**config.mk**
```make
export PLATFORM = sky130hd
export DESIGN_NAME = uart_rx
export DESIGN_NICKNAME = d
export VERILOG_FILES = /design/src/rtl/uart_rx.sv
export SDC_FILE = /design/constraint.sdc
export NUM_CORES = 1
export LEC_CHECK = 0
export ABC_AREA = 1
export CORE_MARGIN = 2
export CORE_UTILIZATION = 54
export CTS_CLUSTER_SIZE = 24
export DETAILED_ROUTE_END_ITERATION = 8
export PLACE_DENSITY = 0.89
export SKIP_CTS_REPAIR_TIMING = 1
export SYNTH_ARGS = -nofsm -noshare
export SYNTH_HDL_FRONTEND = slang
export SYNTH_SLANG_ARGS = --single-unit
```
**constraint.sdc**
```tcl
create_clock -name clk_i -period 1.55 [get_ports clk_i]
set_input_delay 0.465 -clock clk_i [delete_from_list [all_inputs] [get_ports clk_i]]
set_output_delay 0.465 -clock clk_i [all_outputs]
set_load 0.02 [all_outputs]
```
**src/rtl/uart_rx.sv**
```systemverilog
// uart_rx: 8N1/8E1/8O1 UART receiver with oversampling tick and error flags.
// Optional UART_RX_MAJORITY_VOTE_EN: 2-of-3 vote around the mid-bit sample point.
module uart_rx #(
    parameter int    ClkDivVal = 16,
    parameter string ParityBit = "none"
) (
    input  logic       clk_i,
    input  logic       reset_i,
    input  logic       uart_clk_en_i,
    input  logic       uart_rxd_i,
    output logic [7:0] data_o,
    output logic       data_valid_o,
    output logic       parity_error_o,
    output logic       frame_error_o
);
    localparam int TcW = $clog2(ClkDivVal);
    localparam logic [TcW-1:0] SmpPt = TcW'(ClkDivVal / 2);
    localparam logic [TcW-1:0] TcMax = TcW'(ClkDivVal - 1);
`ifdef UART_RX_MAJORITY_VOTE_EN
    localparam logic [TcW-1:0] DecPt = SmpPt + 1'b1;
`else
    localparam logic [TcW-1:0] DecPt = SmpPt;
`endif
    localparam bit ParEn  = (ParityBit != "none");
    localparam bit ParOdd = (ParityBit == "odd");

    typedef enum logic [2:0] {idle_e, startbit_e, databits_e, paritybit_e, stopbit_e} state_t;

    state_t         state_q, state_d;
    logic [1:0]     sync_q, sync_d;
    logic [TcW-1:0] tc_q, tc_d;
    logic [2:0]     bit_q, bit_d;
    logic           armed_q, armed_d;
    logic [7:0]     shift_q, shift_d;
    logic           par_q, par_d;
    logic [7:0]     data_q, data_d;
    logic           valid_q, valid_d;
    logic           perr_q, perr_d;
    logic           ferr_q, ferr_d;
    logic           rxd_s, dec, wrap, bit_v;
`ifdef UART_RX_MAJORITY_VOTE_EN
    logic [1:0]     smp_q, smp_d;
`endif

    assign rxd_s = sync_q[1];
    assign dec   = uart_clk_en_i && (tc_q == DecPt);
    assign wrap  = uart_clk_en_i && (tc_q == TcMax);
`ifdef UART_RX_MAJORITY_VOTE_EN
    assign bit_v = (smp_q[0] & smp_q[1]) | (smp_q[0] & rxd_s) | (smp_q[1] & rxd_s);
`else
    assign bit_v = rxd_s;
`endif

    always_comb begin
        sync_d  = {sync_q[0], uart_rxd_i};
        state_d = state_q;
        tc_d    = tc_q;
        bit_d   = bit_q;
        armed_d = armed_q;
        shift_d = shift_q;
        par_d   = par_q;
        data_d  = data_q;
        valid_d = 1'b0;
        perr_d  = perr_q;
        ferr_d  = ferr_q;
`ifdef UART_RX_MAJORITY_VOTE_EN
        smp_d    = smp_q;
        smp_d[0] = (uart_clk_en_i && tc_q == SmpPt - 1'b1) ? rxd_s : smp_q[0];
        smp_d[1] = (uart_clk_en_i && tc_q == SmpPt) ? rxd_s : smp_q[1];
`endif
        if (uart_clk_en_i) tc_d = wrap ? '0 : tc_q + 1'b1;
        case (state_q)
            idle_e: begin
                tc_d = '0;
                if (rxd_s) armed_d = 1'b1;
                else if (armed_q) state_d = startbit_e;
            end
            startbit_e: begin
                if (dec && bit_v) state_d = idle_e;
                else if (wrap) begin
                    state_d = databits_e;
                    bit_d   = '0;
                end
            end
            databits_e: begin
                if (dec) shift_d = {bit_v, shift_q[7:1]};
                if (wrap) begin
                    bit_d = bit_q + 3'd1;
                    if (bit_q == 3'd7) state_d = ParEn ? paritybit_e : stopbit_e;
                end
            end
            paritybit_e: begin
                if (dec) par_d = bit_v;
                if (wrap) state_d = stopbit_e;
            end
            stopbit_e: begin
                // Leaving at mid-stop-bit gives half a bit of slack for rate mismatch
                if (dec) begin
                    state_d = idle_e;
                    armed_d = 1'b0;
                    valid_d = 1'b1;
                    data_d  = shift_q;
                    ferr_d  = ~bit_v;
                    perr_d  = ParEn && (par_q != (^shift_q ^ ParOdd));
                end
            end
            default: state_d = idle_e;
        endcase
    end

    always_ff @(posedge clk_i) begin
        if (reset_i) begin
            state_q <= idle_e;
            sync_q  <= 2'b11;
            tc_q    <= '0;
            bit_q   <= '0;
            armed_q <= 1'b0;
            shift_q <= '0;
            par_q   <= 1'b0;
            data_q  <= '0;
            valid_q <= 1'b0;
            perr_q  <= 1'b0;
            ferr_q  <= 1'b0;
`ifdef UART_RX_MAJORITY_VOTE_EN
            smp_q   <= 2'b11;
`endif
        end else begin
            state_q <= state_d;
            sync_q  <= sync_d;
            tc_q    <= tc_d;
            bit_q   <= bit_d;
            armed_q <= armed_d;
            shift_q <= shift_d;
            par_q   <= par_d;
            data_q  <= data_d;
            valid_q <= valid_d;
            perr_q  <= perr_d;
            ferr_q  <= ferr_d;
`ifdef UART_RX_MAJORITY_VOTE_EN
            smp_q   <= smp_d;
`endif
        end
    end

    assign data_o         = data_q;
    assign data_valid_o   = valid_q;
    assign parity_error_o = perr_q;
    assign frame_error_o  = ferr_q;
endmodule
```
# [Word level (Yosys, flattened, before mapping)]
# Index checks and enable logic that the tools add are counted.
[classes] add_sub_neg=2 eq_ne=17 mux=18 bitwise_logic=2 reduce_logical=13
[op_table] operator="two-way mux 3 bit" count=11
[op_table] operator="!= test 2 bit (second input constant)" count=9
[op_table] operator="one-hot mux 3 bit (5 select lines)" count=1
[op_table] operator="equality test 4 bit (second input constant)" count=2
[op_table] operator="AND reduction 7 bit" count=1
[op_table] operator="equality test 3 x 2 -> 1 bit (second input constant)" count=2
[op_table] operator="equality test 3 bit (second input constant)" count=2
[op_table] operator="one-hot mux 3 bit (2 select lines)" count=1
[op_table] operator="adder 4 x 1 -> 4 bit (second input constant)" count=1
[op_table] operator="two-way mux 4 bit" count=1
[op_table] operator="AND reduction 2 bit" count=2
[op_table] operator="AND reduction 4 bit" count=1
[op_table] operator="nonzero test 2 bit" count=2
[op_table] operator="OR reduction 2 bit" count=2
[op_table] operator="adder 3 x 1 -> 3 bit (second input constant)" count=1
[op_table] operator="equality test 3 x 1 -> 1 bit (second input constant)" count=1
[op_table] operator="logical AND 1 bit" count=3
[op_table] operator="zero test 3 bit" count=1
[op_table] operator="two-way mux 1 bit" count=3
[op_table] operator="!= test 3 bit (second input constant)" count=1
[op_table] operator="AND reduction 3 bit" count=1
[op_table] operator="inverter 1 bit" count=2
[op_table] operator="one-hot mux 1 bit (2 select lines)" count=1
[word_totals] ff_bits=31

# [Longest topological paths before layout]
# Gate-level depths: netlist of run 1.
[logic_depth] ltp_word=5 ltp_mapped=11

# [Worst setup path before layout of run 1]
# Ideal clock, no wire load.
[synth_timing] path_type="input to register" from="input port uart_clk_en_i" to="register data_q[0] (netlist: data_o[0])" arrival_ps=1199 path_slack_ps=235 stages=7 cell_sequence="buf_4 nand2_2 nor2_4 nand2_1 buf_4 o21ai_0 nor2_1"
[synth_between] elab_chain_cells=2
[synth_lines] element="start: declaration" line="9" source="input logic uart_clk_en_i,"
[synth_lines] element="logical AND 1 bit" line="46" source="assign dec = uart_clk_en_i && (tc_q == DecPt);"
[synth_lines] element="AND reduction 2 bit (no line)"
[synth_lines] element="end signal: assignment" line="135" source="data_q <= data_d;"
[synth_lines] element="end: declaration" line="36" source="logic [7:0] data_q, data_d;"
# Every way passes these cells.
# A chain may end at the register's enable or synchronous reset.

# [Worst setup path in the final report of run 1]
[layout_timing] from="register tc_q[0]" to="register state_q[2]"
[layout_between] elab_chain_cells=5 elab_cells_between_ends=12 cone_classes="eq/ne (6); mux (2); reduce/logical (4)"
[layout_lines] element="start: declaration" line="31" source="logic [TcW-1:0] tc_q, tc_d;"
[layout_lines] element="start signal: assignment" line="130" source="tc_q <= tc_d;"
[layout_lines] element="equality test 4 bit" line="46"
[layout_lines] element="logical AND 1 bit" line="46"
[layout_lines] element="logical AND 1 bit" line="79" source="if (dec && bit_v) state_d = idle_e;"
[layout_lines] element="!= test 3 bit (no line) / two-way mux 3 bit (equally long branches)"
[layout_lines] element="AND reduction 7 bit (no line) / one-hot mux 3 bit (5 select lines) (equally long branches)"
[layout_lines] element="end signal: assignment" line="113" source="state_q <= idle_e;"
[layout_lines] element="end signal: assignment" line="128" source="state_q <= state_d;"
[layout_lines] element="end: declaration" line="29" source="state_t state_q, state_d;"
# Parallel ways exist; a longest one is shown, timed or not.

==> results of run 1 <==
[per-layer routing]
layer / part of all wire [%] / vias up
li1: - / 644
met1: 49 / 513
met2: 44 / 21
met3: 5.0 / 5
met4: 1.5 / 0
met5: 0 / -
[state kept, by name (all words and copies together) (netlist names)]
| register | cells |
|---|---|
| armed_q | 1 |
| bit_q | 3 |
| data_o | 8 |
| data_valid_o | 1 |
| frame_error_o | 1 |
| shift_q | 8 |
| state_q | 3 |
| sync_q | 2 |
| tc_q | 4 |
[power by group]
part           internal, mW  switching (mW)  leakage (nW)  total [mW]
registers             0.854          0.0806         0.252       0.935
logic                 0.269           0.410         0.648       0.679
clock network         0.381           0.287        0.0482       0.668
total                  1.50           0.778         0.949        2.28
[worst max-delay path: stages (launching register included)]
cell	delay, ns
dfxtp_2	0.35
inv_1	0.07
ha_2	0.18
nand2_2	0.08
inv_1	0.08
nand3_1	0.12
nand2_2	0.10
nand2_1	0.05
nand2_1	0.09
nand3_1	0.08
nand2_1	0.09
nor2_1	0.04
[cell families after synthesis]
group                    share of synthesized area, %
adder cells (fa/ha/maj)                          3.63
AO/OA/AOI/OAI                                    11.3
flip-flops                                       45.0
buffers and inverters                            7.44
AND/OR/NAND/NOR                                  32.4
other                                           0.272
[through the flow]
| step | setup TNS (ns) | hold slack (ns) |
|---|---|---|
| after floorplan | 0 | 0.389 |
| after global placement | -4.74 | 0.392 |
| after detailed placement | -5.60 | 0.397 |
| after CTS | -2.16 | 0.421 |
| after global routing | 0 | 0.425 |
| final | 0 | 0.417 |
[final timing paths]
check             startpoint  depth (start not counted)    endpoint
setup / recovery     tc_q[0]                         11  state_q[2]
hold / removal     sync_q[0]                          1   sync_q[1]
setup reg to reg     tc_q[0]                         11  state_q[2]
hold reg to reg    sync_q[0]                          1   sync_q[1]
[layout make-up]
type,count,share of cell area (%)
repair buffers,23,14.1
clock buffers,6,2.96
flip-flops and latches,31,35.9
inverters,19,4.25
multi-input cells,133,38.6
clock inverters,2,2.02
well taps,30,2.16
[cell usage after synthesis (2+ instances only)]
cell type and instances:
ha_1 4, dfxtp_1 31, nand2_1 31, or2_2 2, clkbuf_1 2, a21oi_1 7
nand3_1 8, o21ai_0 17, inv_1 13, nor2_2 2, inv_2 5, buf_4 3
nor2_4 2, nand2_2 3, o21ai_1 3, nor2_1 46, nor3_1 2
==> impl_metrics.json, run 1 <==
{
  "fin_ws_ns": 0.133,
  "htree_num_levels": 2,
  "hpwl_mm": 1.89,
  "antenna_found_initial": 0,
  "setup_viol": 0,
  "drc": 0,
  "cp_max_fo": 4,
  "crit_required_ns": 1.79,
  "synth_edf_count": 0,
  "routed_via_density": 4.85,
  "grt_usage_pct": 20.8,
  "synth_top_flop_cell": "dfxtp_1",
  "clock_sinks": 31,
  "dpl_cell_area_mm2": 0.00160,
  "root_buffer": "clkbuf_4",
  "synthesis.nets": 196,
  "syn-cell-area_mm2": 0.00138,
  "period_needed_ns": 1.42,
  "grt.met1_usage_pct": 26.2,
  "die-area_mm2": 0.00297,
  "dr.pass1.iters": 4,
  "globalRouteOverflowTotal": 0,
  "synth_top_area_share_pct": 45.0,
  "layout.nets": 221,
  "portBuffers": 13,
  "syn_avg_cell_area_um2": 7.33,
  "fin_util_pct": 70.7,
  "worst-setup-path-type": "flip-flop to flip-flop",
  "multiInputGateArea_um2": 669,
  "finalClockSkew_ns": 0.0195,
  "clk_latency_ns": 0.34,
  "vdd_ir_drop_max_v": 0.00106,
  "synth_cell_types": 24,
  "io_pins": 15,
  "max_freq_ghz": 0.706,
  "clockBufferDepth": 2,
  "path_clk_slew_ns": 0.09,
  "die_x_um": 54.5,
  "final_cell_mix": "nor2_1, nand2_1, dfxtp_1",
  "syn_to_final_growth_pct": 25.9,
  "p_per_area_mw_per_mm2": 1320,
  "pre_cts_slack_ns": -0.258,
  "grt_pass1_vias": 1023,
  "p_total_mw": 2.28,
  "slew_viol_final": 0,
  "rsz0062_at_grt": "no",
  "synthArstFlopShare_pct": 0,
  "gp_congestion": 0.854,
  "finalHoldViolCount": 0,
  "final_cell_area_mm2": 0.00174,
  "drive_gt1_share_pct": 20.6,
  "syn-instance-count": 188,
  "placedCellCount": 236,
  "grt_pass1_wl_mm": 4.29,
  "rows": 18,
  "grt_busiest_layer": "met2",
  "start_util_pct": 56.2,
  "r2r_slack_ns": 0.13,
  "grt_max_degree": 20,
  "num_vias": 1183,
  "worstSetupEndpointType": "flip-flop",
  "leakagePower_nw": 0.949,
  "arrival_ns": 1.66,
  "synthTopCellsByArea": "dfxtp_1, nor2_1, nand2_1, o21ai_0, ha_1",
  "fillCellCount": 170,
  "cp-start-kind": "flip-flop",
  "drtIter0Drc": 23,
  "coreArea_mm2": 0.00245,
  "drv_cap": 0,
  "grt.met3_usage_pct": 8.20,
  "final_cells": 244,
  "ys_warn_count": 0,
  "die_height_um": 54.5,
  "min_period_over_period_pct": 91.4,
  "synth_largest_area_cell": "dfxtp_1",
  "cts_buffers": 5,
  "cts_tree": "built",
  "final_common_cell": "nor2_1",
  "regArea_um2": 623,
  "use_met2_pct": 31.7,
  "wire_per_inst_um": 10.8,
  "routed_wl_mm": 2.63,
  "antenna_left": 0,
  "seq_area_frac_synth_pct": 45.0,
  "synth_seq_cells": 31,
  "status": "finished, final reports clean",
  "hold_path.class": "flip-flop to flip-flop",
  "num_antenna_cells": 0
}
No activity file was read; power rests on OpenSTA's default activity.
==> inputs of run 2 (changes only) <==
--- a/config.mk
+++ b/config.mk
@@ -6,8 +6,10 @@
 export NUM_CORES = 1
 export LEC_CHECK = 0
 export ABC_AREA = 1
+export CELL_PAD_IN_SITES_DETAIL_PLACEMENT = 1
+export CELL_PAD_IN_SITES_GLOBAL_PLACEMENT = 2
 export CORE_MARGIN = 2
-export CORE_UTILIZATION = 54
+export CORE_UTILIZATION = 31
 export CTS_CLUSTER_SIZE = 24
 export DETAILED_ROUTE_END_ITERATION = 8
 export PLACE_DENSITY = 0.89
==> impl_metrics.json, run 2 (synthesis gave the netlist of run 1 again) <==
{
  "path_cells": "inv_1 -> ha_1 -> nand2_2 -> nor2_4 -> buf_4 -> nor2_1 -> nor2_1 -> nand2_1 -> nor2_2 -> nor2_1 -> nor2_1",
  "p_per_area_mw_per_mm2": 1290,
  "finalClockSkew_ns": 0.00701,
  "num_antenna_cells": 0,
  "start_util_pct": 31.9,
  "num_vias": 1236,
  "r2r_cells": 11,
  "dr.pass1.iters": 4,
  "grt_pass1_wl_mm": 5.60,
  "crit_required_ns": 1.78,
  "leakagePower_nw": 0.972,
  "fin_util_pct": 42.2,
  "finalHoldViolCount": 0,
  "setup_viol": 0,
  "grt_usage_pct": 14.0,
  "p_total_mw": 2.35,
  "layout.nets": 226,
  "die_height_um": 70.7,
  "drtIter0Drc": 35,
  "arrival_ns": 1.60,
  "holdPathStages": 1,
  "globalRouteOverflowTotal": 0,
  "crit_buf_inv": 2,
  "grt.met3_usage_pct": 3.42,
  "placedCellCount": 261,
  "cp_top_family": "simple AND/OR/NAND/NOR gates",
  "fin_ws_ns": 0.174,
  "max_freq_ghz": 0.727,
  "period_needed_ns": 1.38,
  "routed_wl_mm": 3.11,
  "cts_buffers": 5,
  "clockBufferDepth": 2,
  "worst-setup-path-type": "flip-flop to flip-flop",
  "slew_viol_final": 0,
  "rows": 24,
  "fillCellCount": 548,
  "drc": 0,
  "root_buffer": "clkbuf_8",
  "rsz0062_at_grt": "yes",
  "wire_per_inst_um": 11.5,
  "grt_pass1_vias": 1282,
  "clock_sinks": 31,
  "gp_congestion": 0.735,
  "htree_num_levels": 2,
  "cp-start-kind": "flip-flop",
  "hold_path.class": "flip-flop to flip-flop",
  "dpl_cell_area_mm2": 0.00164,
  "holdWs_ns": 0.426,
  "portBuffers": 13,
  "grt.met1_usage_pct": 18.0,
  "r2r_slack_ns": 0.17,
  "min_period_over_period_pct": 88.8,
  "die_x_um": 70.7,
  "hpwl_mm": 2.33,
  "cp_slowest_stage_delay_ns": 0.31,
  "grt_max_degree": 17,
  "tns_ns": 0,
  "antenna_left": 0,
  "die-area_mm2": 0.00500,
  "status": "finished, final reports clean",
  "cts_tree": "built",
  "final_cells": 271,
  "final_cell_mix": "nor2_1, dfxtp_1, nand2_1",
  "crit_slowest_cell": "dfxtp_1",
  "pre_cts_slack_ns": -0.373,
  "drive_gt1_share_pct": 21.9,
  "vdd_ir_drop_max_v": 0.000459,
  "syn_to_final_growth_pct": 32.2,
  "coreArea_mm2": 0.00432,
  "cp.depth": 11,
  "cp_max_fo": 2,
  "final_common_cell": "nor2_1",
  "routed_via_density": 4.56,
  "use_met2_pct": 21.9,
  "path_clk_slew_ns": 0.07,
  "grt_busiest_layer": "met2",
  "antenna_found_initial": 0,
  "path_common_cell": "nor2_1",
  "final_cell_area_mm2": 0.00182,
  "io_pins": 15,
  "worstSetupEndpointType": "flip-flop",
  "clk_latency_ns": 0.29,
  "drv_cap": 0
}
-- run 2: layout make-up --
type                       instances  area [um^2]  share of cell area (%)
inverter                          19         76.3                    4.19
sequential                        31          621                    34.0
multi-input combinational        133          687                    37.7
clock buffer                       8          100                    5.49
timing repair buffer              28          274                    15.0
tap                               52         65.1                    3.57
-- run 2: path summary, 6_finish.rpt --
path	end	from
worst max-delay path	state_q[1]	tc_q[1]
worst max register to register	state_q[1]	tc_q[1]
worst min register to register	sync_q[1]	sync_q[0]
worst min-delay path	sync_q[1]	sync_q[0]
-- run 2: worst register-to-register path, cell delays in order, from the launching register on --
cell and delay (ns):
dfxtp_1 0.31, inv_1 0.07, ha_1 0.16, nand2_2 0.08
nor2_4 0.11, buf_4 0.13, nor2_1 0.03, nor2_1 0.09
nand2_1 0.09, nor2_2 0.10, nor2_1 0.05, nor2_1 0.10
-- run 2: metal layers --
layer,part of all wire (%),wire (um)
met5,0,0
met4,2.2,70
met3,3.2,99
met2,44,1370
met1,51,1580
-- run 2: report_power, final --
group	leakage, nW	switching, mW	total, mW	internal [mW]
Clock	0.0515	0.291	0.695	0.405
Sequential	0.251	0.0577	0.911	0.853
Combinational	0.670	0.451	0.740	0.289
==> inputs of run 3 (changes only) <==
--- a/config.mk
+++ b/config.mk
@@ -8,10 +8,10 @@
 export ABC_AREA = 1
 export CELL_PAD_IN_SITES_DETAIL_PLACEMENT = 1
 export CELL_PAD_IN_SITES_GLOBAL_PLACEMENT = 2
-export CORE_MARGIN = 2
 export CORE_UTILIZATION = 31
-export CTS_CLUSTER_SIZE = 24
+export CTS_CLUSTER_SIZE = 16
 export DETAILED_ROUTE_END_ITERATION = 8
+export HOLD_SLACK_MARGIN = 0.08
 export PLACE_DENSITY = 0.89
 export SKIP_CTS_REPAIR_TIMING = 1
 export SYNTH_ARGS = -nofsm -noshare
==> impl_metrics.json, run 3 (synthesis gave the netlist of run 1 again) <==
{
  "cp-start-kind": "flip-flop",
  "syn_to_final_growth_pct": 34.0,
  "num_antenna_cells": 0,
  "worst-setup-path-type": "flip-flop to flip-flop",
  "met2_length_mm": 1.49,
  "hold_path.class": "flip-flop to flip-flop",
  "num_vias": 1239,
  "rsz0062_at_grt": "yes",
  "antenna_found_initial": 0,
  "final_cell_area_mm2": 0.00185,
  "cp_max_fo": 9,
  "period_needed_ns": 1.44,
  "grt_max_degree": 17,
  "status": "finished, final reports clean",
  "arrival_ns": 1.64,
  "start_util_pct": 33.3,
  "worstSetupEndpointType": "flip-flop",
  "clk_latency_ns": 0.28,
  "cp_slowest_stage_delay_ns": 0.32,
  "clock_sinks": 31,
  "setup_viol": 0,
  "routedLengthMet1_mm": 1.61,
  "globalRouteOverflowTotal": 0,
  "holdPathStages": 1,
  "min_period_over_period_pct": 92.7,
  "die-area_mm2": 0.00472,
  "layout.nets": 228,
  "clockBufferDepth": 2,
  "grt_usage_pct": 15.6,
  "leakagePower_nw": 0.989,
  "portBuffers": 13,
  "r2r_cells": 9,
  "io_pins": 15,
  "hold_start": "sync_q[0]",
  "htree_num_levels": 2,
  "path_cells": "inv_1 -> ha_1 -> nand2_2 -> nor2_4 -> buf_4 -> nand2_2 -> inv_4 -> nor2_1 -> a211oi_2",
  "rr_endpoint": "shift_q[7]",
  "grt_pass1_wl_mm": 5.33,
  "crit_slowest_cell": "dfxtp_1",
  "drc": 0,
  "root_buffer": "clkbuf_8",
  "die_height_um": 68.7,
  "wire_per_inst_um": 12.0,
  "drtIter0Drc": 36,
  "routed_wl_mm": 3.25,
  "r2r-start": "tc_q[1]",
  "drv_cap": 0,
  "rows": 23,
  "path_clk_slew_ns": 0.07,
  "die_x_um": 68.7,
  "vdd_ir_drop_max_v": 0.000579,
  "grt_pass1_vias": 1206,
  "path_common_cell": "nand2_2",
  "p_per_area_mw_per_mm2": 1340,
  "dpl_cell_area_mm2": 0.00165,
  "drive_gt1_share_pct": 23.1,
  "r2r_slack_ns": 0.11,
  "gp_congestion": 0.814,
  "finalClockSkew_ns": 0.00463,
  "cts_tree": "built",
  "hpwl_mm": 2.36,
  "max_freq_ghz": 0.696,
  "min_delay_worst_endpoint": "sync_q[1]",
  "routed_via_density": 4.57,
  "finalHoldViolCount": 0,
  "cts_buffers": 5,
  "slew_viol_final": 0,
  "antenna_left": 0,
  "wl_met3_um": 109,
  "maxUsedRoutingLayer": "met4",
  "dr.pass1.iters": 4,
  "p_total_mw": 2.48,
  "coreArea_mm2": 0.00414,
  "final_common_cell": "nor2_1",
  "crit_required_ns": 1.75,
  "final_cell_mix": "nor2_1, dfxtp_1, nand2_1"
}
-- run 3: cell types whose count changed in the layout (fill, tap and decap cells not counted), sizes merged --
cell,previous run,this run
clkbuf,8,6
clkinv,0,1
bufinv,0,1
buf,15,17
-- run 3: worst max-delay path, delay by kind of cell, from the launching register on --
family                     cells  cell delay [ns]
AOI/OAI and AO/OA              1             0.14
and+or+nand+nor                4             0.41
adders and majority gates      1             0.16
buffers and inverters          3             0.33
DFF                            1             0.32
-- run 3: worst max path at each step --
stage / startpoint / to / cells past startpoint
CTS: data_o[4] / data_o[4] / 1
finish: tc_q[1] / shift_q[7] / 9
detailed placement: uart_clk_en_i / state_q[1] / 8
global placement: uart_clk_en_i / state_q[2] / 8
global route: tc_q[1] / state_q[2] / 11
floorplan: uart_clk_en_i / data_o[0] / 7
-- run 3: through the flow --
stage / setup WS, ns / cells / hold WS, ns / TNS [ns] / utilization [%]
5_1_grt: -0.0194 / 271 / 0.447 / -0.0201 / 44.6
2_1_floorplan: 0.235 / 188 / 0.389 / 0 / -
4_1_cts: -0.152 / 268 / 0.421 / -1.62 / 42.6
3_5_place_dp: -0.372 / 260 / 0.406 / -6.76 / 39.7
6_report: 0.113 / 271 / 0.415 / 0 / 44.6
3_3_place_gp: -0.336 / 260 / 0.392 / -5.92 / 39.7
-- run 3: layer usage --
layer  vias to the layer above  GRT usage [%]
met5                         -              0
met2                        14           26.3
li1                        657              -
met4                         0           4.59
met3                         4           5.10
met1                       564           18.9
-- run 3: power by group --
group          switching [mW]  internal (mW)
clock network           0.307          0.520
registers              0.0676          0.853
logic                   0.452          0.282
-- run 3: cell type report --
cell class	instances	area [um^2]
clock buffers	6	82.6
clock inverters	2	35.0
fillers	531	2300
inverters	19	73.8
multi-input cells	133	684
flip-flops and latches	31	621
well taps	50	62.6
repair buffers	30	289
